--- src/rtl/vga_timing_gen.sv ---
// XGA 1024x768 @ 60 Hz timing generator for a 65 MHz pixel clock: counters, sync, blanking, frame strobe.
// Optional macro VGA_FRAME_TICK_EN builds the frame counter and the game-tick divider.

package vga_pkg;
  localparam logic [10:0] HBLANK_START = 11'd1024;
  localparam logic [10:0] HSYNC_START  = 11'd1048;
  localparam logic [10:0] HSYNC_STOP   = 11'd1184;
  localparam logic [10:0] HBLANK_STOP  = 11'd1344;
  localparam logic [10:0] VBLANK_START = 11'd768;
  localparam logic [10:0] VSYNC_START  = 11'd771;
  localparam logic [10:0] VSYNC_STOP   = 11'd777;
  localparam logic [10:0] VBLANK_STOP  = 11'd806;
endpackage

module vga_timing_gen #(
  parameter int          FRAME_CNT_W   = 16,
  parameter int          TICK_DIV      = 1,
  parameter logic [10:0] H_BLANK_START = vga_pkg::HBLANK_START,
  parameter logic [10:0] H_SYNC_START  = vga_pkg::HSYNC_START,
  parameter logic [10:0] H_SYNC_STOP   = vga_pkg::HSYNC_STOP,
  parameter logic [10:0] H_BLANK_STOP  = vga_pkg::HBLANK_STOP,
  parameter logic [10:0] V_BLANK_START = vga_pkg::VBLANK_START,
  parameter logic [10:0] V_SYNC_START  = vga_pkg::VSYNC_START,
  parameter logic [10:0] V_SYNC_STOP   = vga_pkg::VSYNC_STOP,
  parameter logic [10:0] V_BLANK_STOP  = vga_pkg::VBLANK_STOP
) (
  input  logic                   clk,
  input  logic                   rst_n,
  output logic [10:0]            hcount,
  output logic [10:0]            vcount,
  output logic                   hblnk,
  output logic                   vblnk,
  output logic                   hsync,
  output logic                   vsync,
  output logic                   frame_start,
  output logic [FRAME_CNT_W-1:0] frame_cnt,
  output logic                   game_tick
);

  if (TICK_DIV < 1) begin : g_tick_div_illegal
    $error("vga_timing_gen: TICK_DIV must be at least 1");
  end

  logic [10:0] r_hcount;
  logic [10:0] r_vcount;
  logic        r_hblnk;
  logic        r_vblnk;
  logic        r_hsync;
  logic        r_vsync;
  logic        r_frame_start;

  logic [10:0] w_hcount_nxt;
  logic [10:0] w_vcount_nxt;
  logic        w_h_last;
  logic        w_v_last;
  logic        w_frame_wrap;

  // Next-state counters; the registered flags decode these so they never lag the counts.
  always_comb begin
    w_h_last     = (r_hcount == (H_BLANK_STOP - 11'd1));
    w_v_last     = (r_vcount == (V_BLANK_STOP - 11'd1));
    w_frame_wrap = w_h_last && w_v_last;
    if (w_h_last) begin
      w_hcount_nxt = 11'd0;
    end else begin
      w_hcount_nxt = r_hcount + 11'd1;
    end
    if (!w_h_last) begin
      w_vcount_nxt = r_vcount;
    end else if (w_v_last) begin
      w_vcount_nxt = 11'd0;
    end else begin
      w_vcount_nxt = r_vcount + 11'd1;
    end
  end

  // Timing registers: counters, sync/blank flags and the frame strobe.
  always_ff @(posedge clk or negedge rst_n) begin
    if (!rst_n) begin
      r_hcount      <= 11'd0;
      r_vcount      <= 11'd0;
      r_hblnk       <= 1'b0;
      r_vblnk       <= 1'b0;
      r_hsync       <= 1'b0;
      r_vsync       <= 1'b0;
      r_frame_start <= 1'b0;
    end else begin
      r_hcount      <= w_hcount_nxt;
      r_vcount      <= w_vcount_nxt;
      r_hblnk       <= (w_hcount_nxt >= H_BLANK_START);
      r_vblnk       <= (w_vcount_nxt >= V_BLANK_START);
      r_hsync       <= (w_hcount_nxt >= H_SYNC_START) && (w_hcount_nxt < H_SYNC_STOP);
      r_vsync       <= (w_vcount_nxt >= V_SYNC_START) && (w_vcount_nxt < V_SYNC_STOP);
      r_frame_start <= w_frame_wrap;
    end
  end

  assign hcount      = r_hcount;
  assign vcount      = r_vcount;
  assign hblnk       = r_hblnk;
  assign vblnk       = r_vblnk;
  assign hsync       = r_hsync;
  assign vsync       = r_vsync;
  assign frame_start = r_frame_start;

`ifdef VGA_FRAME_TICK_EN
  localparam int              DIV_W    = $clog2(TICK_DIV + 1);
  localparam logic [DIV_W-1:0] DIV_LAST = DIV_W'(TICK_DIV - 1);

  logic [FRAME_CNT_W-1:0] r_frame_cnt;
  logic [DIV_W-1:0]       r_div;
  logic                   r_game_tick;

  // Frame counter and divider step on the same edge that raises frame_start.
  always_ff @(posedge clk or negedge rst_n) begin
    if (!rst_n) begin
      r_frame_cnt <= {FRAME_CNT_W{1'b0}};
      r_div       <= {DIV_W{1'b0}};
      r_game_tick <= 1'b0;
    end else if (w_frame_wrap) begin
      r_frame_cnt <= r_frame_cnt + FRAME_CNT_W'(1);
      if (r_div == DIV_LAST) begin
        r_div       <= {DIV_W{1'b0}};
        r_game_tick <= 1'b1;
      end else begin
        r_div       <= r_div + DIV_W'(1);
        r_game_tick <= 1'b0;
      end
    end else begin
      r_game_tick <= 1'b0;
    end
  end

  assign frame_cnt = r_frame_cnt;
  assign game_tick = r_game_tick;
`else
  assign frame_cnt = {FRAME_CNT_W{1'b0}};
  assign game_tick = 1'b0;
`endif

endmodule

--- config.mk ---
export PLATFORM = sky130hd
export DESIGN_NAME = vga_timing_gen
export DESIGN_NICKNAME = d
export VERILOG_FILES = /design/src/rtl/vga_timing_gen.sv
export SDC_FILE = /design/constraint.sdc
export NUM_CORES = 1
export LEC_CHECK = 0
export CORE_MARGIN = 5
export CORE_UTILIZATION = 47
export CTS_BUF_LIST = sky130_fd_sc_hd__clkbuf_8 sky130_fd_sc_hd__clkbuf_16
export DETAILED_ROUTE_END_ITERATION = 8
export GPL_ROUTABILITY_DRIVEN = 0
export PLACE_DENSITY = 0.86
export SLEW_MARGIN = 0
export SYNTH_ARGS = -nofsm -noshare
export SYNTH_HDL_FRONTEND = slang
export SYNTH_SLANG_ARGS = --single-unit
--- constraint.sdc ---
create_clock -name clk -period 2.9 [get_ports clk]
set_clock_uncertainty 0.05 [all_clocks]
set_input_delay 0.725 -clock clk [delete_from_list [all_inputs] [get_ports clk]]
set_output_delay 0.725 -clock clk [all_outputs]
set_load 0.005 [all_outputs]
### Word level (Yosys, flattened, before mapping)

Cells that the tools add are included.

| storage, ports and cells | value |
|---|---|
| bits in registers | 27 |
| input bits | 2 |
| word-level logic and storage cells | 23 |
| output and inout bits | 44 |

| cells by class | value |
|---|---|
| equality and inequality tests | 2 |
| add/subtract/negate cells | 2 |
| muxes and demuxes | 3 |
| order comparisons | 6 |
| reduce and logical (&&, ||, !) cells | 3 |

Operator list:

| cell | count |
|---|---|
| 2-to-1 mux 11 bit | 3 |
| adder 11 x 1 -> 11 bit (second input constant) | 2 |
| greater-or-equal comparator 11 x 10 -> 1 bit (second input constant) | 2 |
| greater-or-equal comparator 11 bit (second input constant) | 2 |
| equality test 11 x 10 -> 1 bit (second input constant) | 1 |
| equality test 11 bit (second input constant) | 1 |
| less-than comparator 11 x 10 -> 1 bit (second input constant) | 1 |
| less-than comparator 11 bit (second input constant) | 1 |
| logical AND 1 bit | 3 |

### Depth between registers and ports, before layout

Gate-level depths: netlist (run 1).

| logic depth | value |
|---|---|
| depth after elaboration | 5 |
| mapped depth | 9 |
| mapped depth without buffers | 8 |

### Worst setup path before layout (run 1)

Ideal clock, no wire load.

| timing | value |
|---|---|
| path kind | reg2reg |
| start point | reg r_hcount[6], in the netlist hcount[6] |
| end point | reg r_vsync, in the netlist vsync |
| setup time | 0.111 ns |
| data arrival time | 2.098 ns |
| setup slack | 0.641 ns |
| path buffers | 2 |
| stages on the path, launching flop included | 9 |
| required time | 2.739 ns |
| cell sequence | dfrtp_1 -> buf_6 -> nor4b_4 -> and4_1 -> buf_6 -> nand3_1 -> mux2i_1 -> or4b_1 -> a2111oi_2 |

| between the ends | value |
|---|---|
| longest elaborated chain between the ends | 4 |

Ends and longest elaborated chain:

| item | RTL line | RTL |
|---|---|---|
| start, declared | 44 | `logic [10:0] r_hcount;` |
| start signal, assigned | 88 | `r_hcount <= w_hcount_nxt;` |
| equality test 11 bit (*) | 60 | `w_h_last = (r_hcount == (H_BLANK_STOP - 11'd1));` |
| 2-to-1 mux 11 bit (*) | 68 | `if (!w_h_last) begin` |
| net w_vcount_nxt[6] | 53 | `logic [10:0] w_vcount_nxt;` |
| greater-or-equal comparator 11 x 10 -> 1 bit / less-than comparator 11 x 10 -> 1 bit (equally long branches) | 93 | `r_vsync <= (w_vcount_nxt >= V_SYNC_START) && (w_vcount_nxt < V_SYNC_STOP);` |
| logical AND 1 bit (*) | 93 |  |
| end signal, assigned | 93 |  |
| end, declared | 49 | `logic r_vsync;` |

Mark *: on every way through the listed nets, which the timed path passes. The rest lies on a longest branch.

### Worst setup path in the final report (run 1)

Same ends and word-level chain as after synthesis.

==> run metrics, run 1 <==
IO Count=46; fraction of registers with async set/reset=100.0%; status=completed; number of antenna-violating nets in the routed design=0; H-tree level count=1; cell area after synthesis=1588 µm²; worst skew pair latency=270 ps; share of cells above drive strength 1=7.853%; Synth Area per Inst=9.741 µm²; DR WL/cell=13.82 µm; top achievable clock speed=386.3 MHz; number of cells traversed by the worst register-to-register path=7; signed area change from the synthesized netlist to the final layout=18.76%; clock-pin transition on the worst setup and hold timing paths=90 ps; Post-CTS Hold Buffers=0; P per Cell Area=325.3 nW/µm²; total area of multi-input combinational cells=804.5 µm²; All-Layer GR Usage=15.01%; min Tclk post-route=2588 ps; cells along the critical path=nor4b_4 > and4_1 > buf_4 > nand2_4 > o31ai_2 > nor4b_1 > a2111oi_2; PortBufs=28; DP Wirelength=2.448 mm; Setup-failing EPs final=0; count of inserted antenna diode cells=0; kind of path behind the tightest hold check=reg2reg; number of warnings reported in the yosys synthesis log=0; area enclosed by the die boundary=4640 µm²; final net count=197; crit-path max cell delay=500 ps; max-slew violation total from the final report=0; register bit total from synthesis=26; post-route DRC violation count=0; library cell contributing the largest single delay on the critical path=sky130_fd_sc_hd__dfrtp_1; Final Hold Fails=0; portion of the post-synthesis area used by sequential elements=40.98%; type of the worst setup path=reg2reg; Hold Path Sink=hcount[0]; launching point of the worst reg2reg path=hcount[6]; # rows=21; CTS Sinks=26; required time of the critical path=3010 ps; DIE HEIGHT=68.12 µm; Critical Path Sink Type=flop; unrepaired setup endpoints after global routing=false; setup bufs post-CTS=0; setup slack of the worst register-to-register path=310 ps; data arrival time of the critical path=2700 ps; filler cell count=302; vias per cell=5.169; remaining global-route overflow=0; most common flop cell mapped by yosys=sky130_fd_sc_hd__dfrtp_1; iteration-0 DRC count of the detailed router=62; via count=1,225; Cells on Worst Hold Path=1; die extent in x=68.12 µm; leakage power of the design=0.8297 nW; maximum capacitance violations=0; Inserted Clock Buffers=3; FF-to-FF End=vsync; synthesized instance count=163; number of buffers between clock root and the deepest sink=2; Starting Density=47.96%; number of distinct library cells after synthesis=42; area taken by flip-flops and latches=650.6 µm²; period utilisation layout=89.25%; Setup TNS Final=0 ps; floorplan core area=3311 µm²; Root Buffer Master=sky130_fd_sc_hd__clkbuf_8; Post-Route Hold Slack=476.9 ps; kind of launch point of the worst setup path=flop; Hold Startpoint=hcount[0]; peak ir drop on the vdd network=239.2 µV; number of antenna violations at the first check in global routing=0; clock tree from TritonCTS=yes; number of enable flip-flop cells after synthesis=0; Total Wirelength=3.276 mm; maximum number of pins on one net before global-route repair=27; global-route wire length before repair=5.313 mm; post-cts repair resize count=0; vias in the first global route=1,140; count of TritonRoute iterations in the first routing pass=4; Worst Path Max Fanout=10
## power breakdown
part           switching (mW)  internal, mW  leakage, nW
sequential                  0         0.362        0.349
clock                   0.115         0.121       0.0288
combinational          0.0122       0.00206        0.452
## sequential cells by signal (all words and copies together) (netlist names)
register / flops
frame_start: 1
hcount: 10
hblnk: 1
vblnk: 1
vsync: 1
vcount: 11
hsync: 1
## placed cells by master, fill, tap and decap left out, drive strengths merged, types with 4 or more instances in the layout
cell type	netlist	layout
dfrtp	26	26
nand4	6	6
and3	4	4
o21ai	6	6
inv	4	4
xnor2	7	7
xor2	7	7
clkbuf	2	4
nand3	12	12
nor3	5	5
nand2	15	15
a21oi	4	4
nor2	12	12
conb	1	17
clkdlybuf4s50	0	28
## area by class of cell
| cell class | count | area share [%] |
|---|---|---|
| timing repair buffer | 31 | 16.06 |
| multi-input combinational | 126 | 42.67 |
| sequential | 26 | 34.51 |
| inverter | 4 | 0.7963 |
| tap | 46 | 3.052 |
| clock buffer | 4 | 2.920 |
## synth_stat cells (2+ instances only)
cell / n / area share [%]
sky130_fd_sc_hd__inv_1: 4 / 0.95
sky130_fd_sc_hd__xor2_1: 7 / 3.9
sky130_fd_sc_hd__nor4b_1: 2 / 1.1
sky130_fd_sc_hd__dfrtp_1: 26 / 41
sky130_fd_sc_hd__a211oi_1: 2 / 0.95
sky130_fd_sc_hd__buf_6: 3 / 2.1
sky130_fd_sc_hd__nand2_1: 14 / 3.3
sky130_fd_sc_hd__and2_1: 3 / 1.2
sky130_fd_sc_hd__nor2_1: 12 / 2.8
sky130_fd_sc_hd__nand4_1: 5 / 2.0
sky130_fd_sc_hd__ha_1: 3 / 2.4
sky130_fd_sc_hd__buf_4: 18 / 8.5
sky130_fd_sc_hd__mux2i_1: 2 / 1.3
sky130_fd_sc_hd__nand3_1: 12 / 3.8
sky130_fd_sc_hd__and3_1: 4 / 1.6
sky130_fd_sc_hd__xnor2_1: 7 / 3.9
sky130_fd_sc_hd__o22ai_1: 2 / 0.79
sky130_fd_sc_hd__o21ai_0: 5 / 1.6
sky130_fd_sc_hd__nor3_1: 5 / 1.6
sky130_fd_sc_hd__a21oi_1: 4 / 1.3
sky130_fd_sc_hd__and4_1: 2 / 1.1
## metrics by stage
step / std cells / util, % / area, µm² / power, mW / setup slack, ps
after global routing: 237 / 56.95 / 1886 / 0.6344 / 132.1
after floorplan: 179 / - / 1648 / 0.3909 / 641.0
after detailed placement: 233 / 55.29 / 1831 / 0.3837 / 326.8
final: 237 / 56.95 / 1886 / 0.6133 / 311.6
after global placement: 233 / 55.29 / 1831 / 0.3836 / 428.9
after CTS: 237 / 56.95 / 1886 / 0.6167 / 301.0
## kinds of logic after synthesis
family / Yosys count / share of synthesized area, %
xor+xnor: 14 / 7.723
simple gates: 66 / 24.03
compound gates: 23 / 10.56
mux: 3 / 1.970
buf+inv: 27 / 12.13
fa+ha+maj: 3 / 2.364
flops: 26 / 40.98
other cells: 1 / 0.2362
## how the worst max path moves through the flow
| stage | startpoint | to | slack, ps | cells past startpoint |
|---|---|---|---|---|
| after floorplan | hcount[6] | vsync | 640 | 8 |
| final | hcount[6] | vsync | 310 | 7 |
| after detailed placement | hcount[6] | vsync | 330 | 7 |
| after global placement | hcount[6] | vsync | 430 | 7 |
| after CTS | hcount[6] | vsync | 300 | 7 |
| after global routing | hcount[6] | vsync | 130 | 7 |
## worst max-delay path, delay by kind of cell, from the launching register on
| kind | cells | cell delay (ps) |
|---|---|---|
| AO/OA/AOI/OAI | 2 | 680 |
| buffers and inverters | 1 | 260 |
| AND/OR/NAND/NOR | 4 | 1010 |
| flip-flops | 1 | 500 |
## routing by layer
| layer | up-vias | routed length [µm] | track usage (%) |
|---|---|---|---|
| met4 | 0 | 38 | 5.707 |
| met2 | 39 | 1609 | 24.91 |
| met5 | - | 0 | 0 |
| met1 | 584 | 1436 | 19.73 |
| li1 | 598 | - | - |
| met3 | 4 | 192 | 2.135 |
(Power assumes the default switching activity.)
==> inputs of run 2 (changes only) <==
CORE_UTILIZATION = 30   (was 47)
PLACE_DENSITY = 0.62   (was 0.86)
==> run metrics, run 2 (synthesized netlist as in run 1, its figures left out) <==
area enclosed by the die boundary=6848 µm²; Post-CTS Hold Buffers=0; worst skew pair latency=270 ps; All-Layer GR Usage=10.86%; unrepaired setup endpoints after global routing=false; signed area change from the synthesized netlist to the final layout=23.09%; DR WL/cell=13.43 µm; setup bufs post-CTS=0; Root Buffer Master=sky130_fd_sc_hd__clkbuf_8; IO Count=46; Final Hold Fails=0; vias in the first global route=1,166; max reg flops=11; Placed Cells=260; clock tree from TritonCTS=yes; data arrival time of the critical path=2640 ps; global-route wire length before repair=5.809 mm; P per Cell Area=349.2 nW/µm²; kind of launch point of the worst setup path=flop; Starting Density=30.89%; Cells on Worst Hold Path=1; commonest non-fill, non-tap cell in the layout=sky130_fd_sc_hd__clkdlybuf4s50_1; maximum number of pins on one net before global-route repair=27; CTS Sinks=26; Worst Path Max Fanout=8; number of buffers between clock root and the deepest sink=2; clock-pin transition on the worst setup and hold timing paths=90 ps; min Tclk post-route=2523 ps; remaining global-route overflow=0; peak ir drop on the vdd network=175.4 µV; Total Wirelength=3.545 mm; share of cells above drive strength 1=9.278%; post-cts repair resize count=0; die extent in x=82.75 µm; slew at the pin with the worst max-slew slack=502.3 ps; final design instance area without fill=1954 µm²; required time of the critical path=3020 ps; PortBufs=28; fraction of the core area covered by cells at the end of the flow=38.02%; leakage power of the design=0.8517 nW; final net count=200; top achievable clock speed=396.3 MHz; Inserted Clock Buffers=3; period utilisation layout=87.01%; H-tree level count=1; DP Wirelength=2.604 mm; number of cells traversed by the worst register-to-register path=7; max-slew violation total from the final report=0; remaining max-slew budget at the tightest pin=66.39%; DIE HEIGHT=82.75 µm; count of inserted antenna diode cells=0; vias per cell=4.655; Setup TNS Final=0 ps; type of the worst setup path=reg2reg; floorplan core area=5140 µm²; post-route DRC violation count=0; Critical Path Sink Type=flop; via count=1,229; iteration-0 DRC count of the detailed router=104; count of TritonRoute iterations in the first routing pass=4; number of antenna-violating nets in the routed design=0; placement-stage cell area=1883 µm²; kind of path behind the tightest hold check=reg2reg; maximum capacitance violations=0; number of cells in the finished layout apart from fillers=264; number of antenna violations at the first check in global routing=0; status=completed; # rows=26; Setup-failing EPs final=0; most frequent cells in the layout=sky130_fd_sc_hd__clkdlybuf4s50_1, sky130_fd_sc_hd__dfrtp_1, sky130_fd_sc_hd__conb_1
-- run 2: cell types whose count changed in the layout (fill, tap and decap cells not counted) --
cell / previous run / this run
sky130_fd_sc_hd__buf_4: 3 / 6
sky130_fd_sc_hd__bufinv_16: 0 / 1
sky130_fd_sc_hd__clkbuf_8: 4 / 3
-- run 2: final timing paths --
kind,from,endpoint,slack [ps]
min in group asynchronous,rst_n,frame_start,760
setup / recovery,hcount[0],vsync,380
max in group asynchronous,rst_n,hcount[4],1790
hold reg to reg,hcount[0],hcount[0],500
setup reg to reg,hcount[0],vsync,380
hold / removal,hcount[0],hcount[0],500
-- run 2: worst max-delay path: stages (launching register included) --
cell and delay (ps):
sky130_fd_sc_hd__dfrtp_1 450, sky130_fd_sc_hd__ha_1 260, sky130_fd_sc_hd__and2_1 170, sky130_fd_sc_hd__and4_1 360, sky130_fd_sc_hd__nand4_1 160, sky130_fd_sc_hd__xor2_1 260
sky130_fd_sc_hd__or4b_1 490, sky130_fd_sc_hd__a2111oi_2 220
-- run 2: through the flow --
stage	hold WS, ps	worst slack [ps]	power (mW)
2_1_floorplan	379.4	641.0	0.3909
3_3_place_gp	490.5	436.9	0.3842
3_5_place_dp	488.2	405.9	0.3842
4_1_cts	506.8	354.0	0.6916
5_1_grt	536.1	95.81	0.7154
6_report	501.9	376.6	0.6825
-- run 2: power by group --
group	internal (mW)	switching (mW)	leakage [nW]
sequential	0.362	0	0.349
clock	0.185	0.121	0.0357
combinational	0.00206	0.0125	0.467
total	0.549	0.133	0.852
-- run 2: layout make-up --
class,instances,area [µm²]
Fill cell,542,3186
Multi-Input combinational cell,126,804.5
Sequential cell,26,650.6
Timing Repair Buffer,34,325.3
Tap cell,70,87.58
Clock buffer,3,41.29
Clock inverter,1,30.03
Inverter,4,15.01
-- run 2: routing by layer --
metal	up-vias	global-route usage, %	share of wire [%]
li1	600	-	-
met2	44	16.99	47
met4	0	3.922	1.7
met3	7	1.410	6.0
met5	-	0	0
met1	578	15.26	45
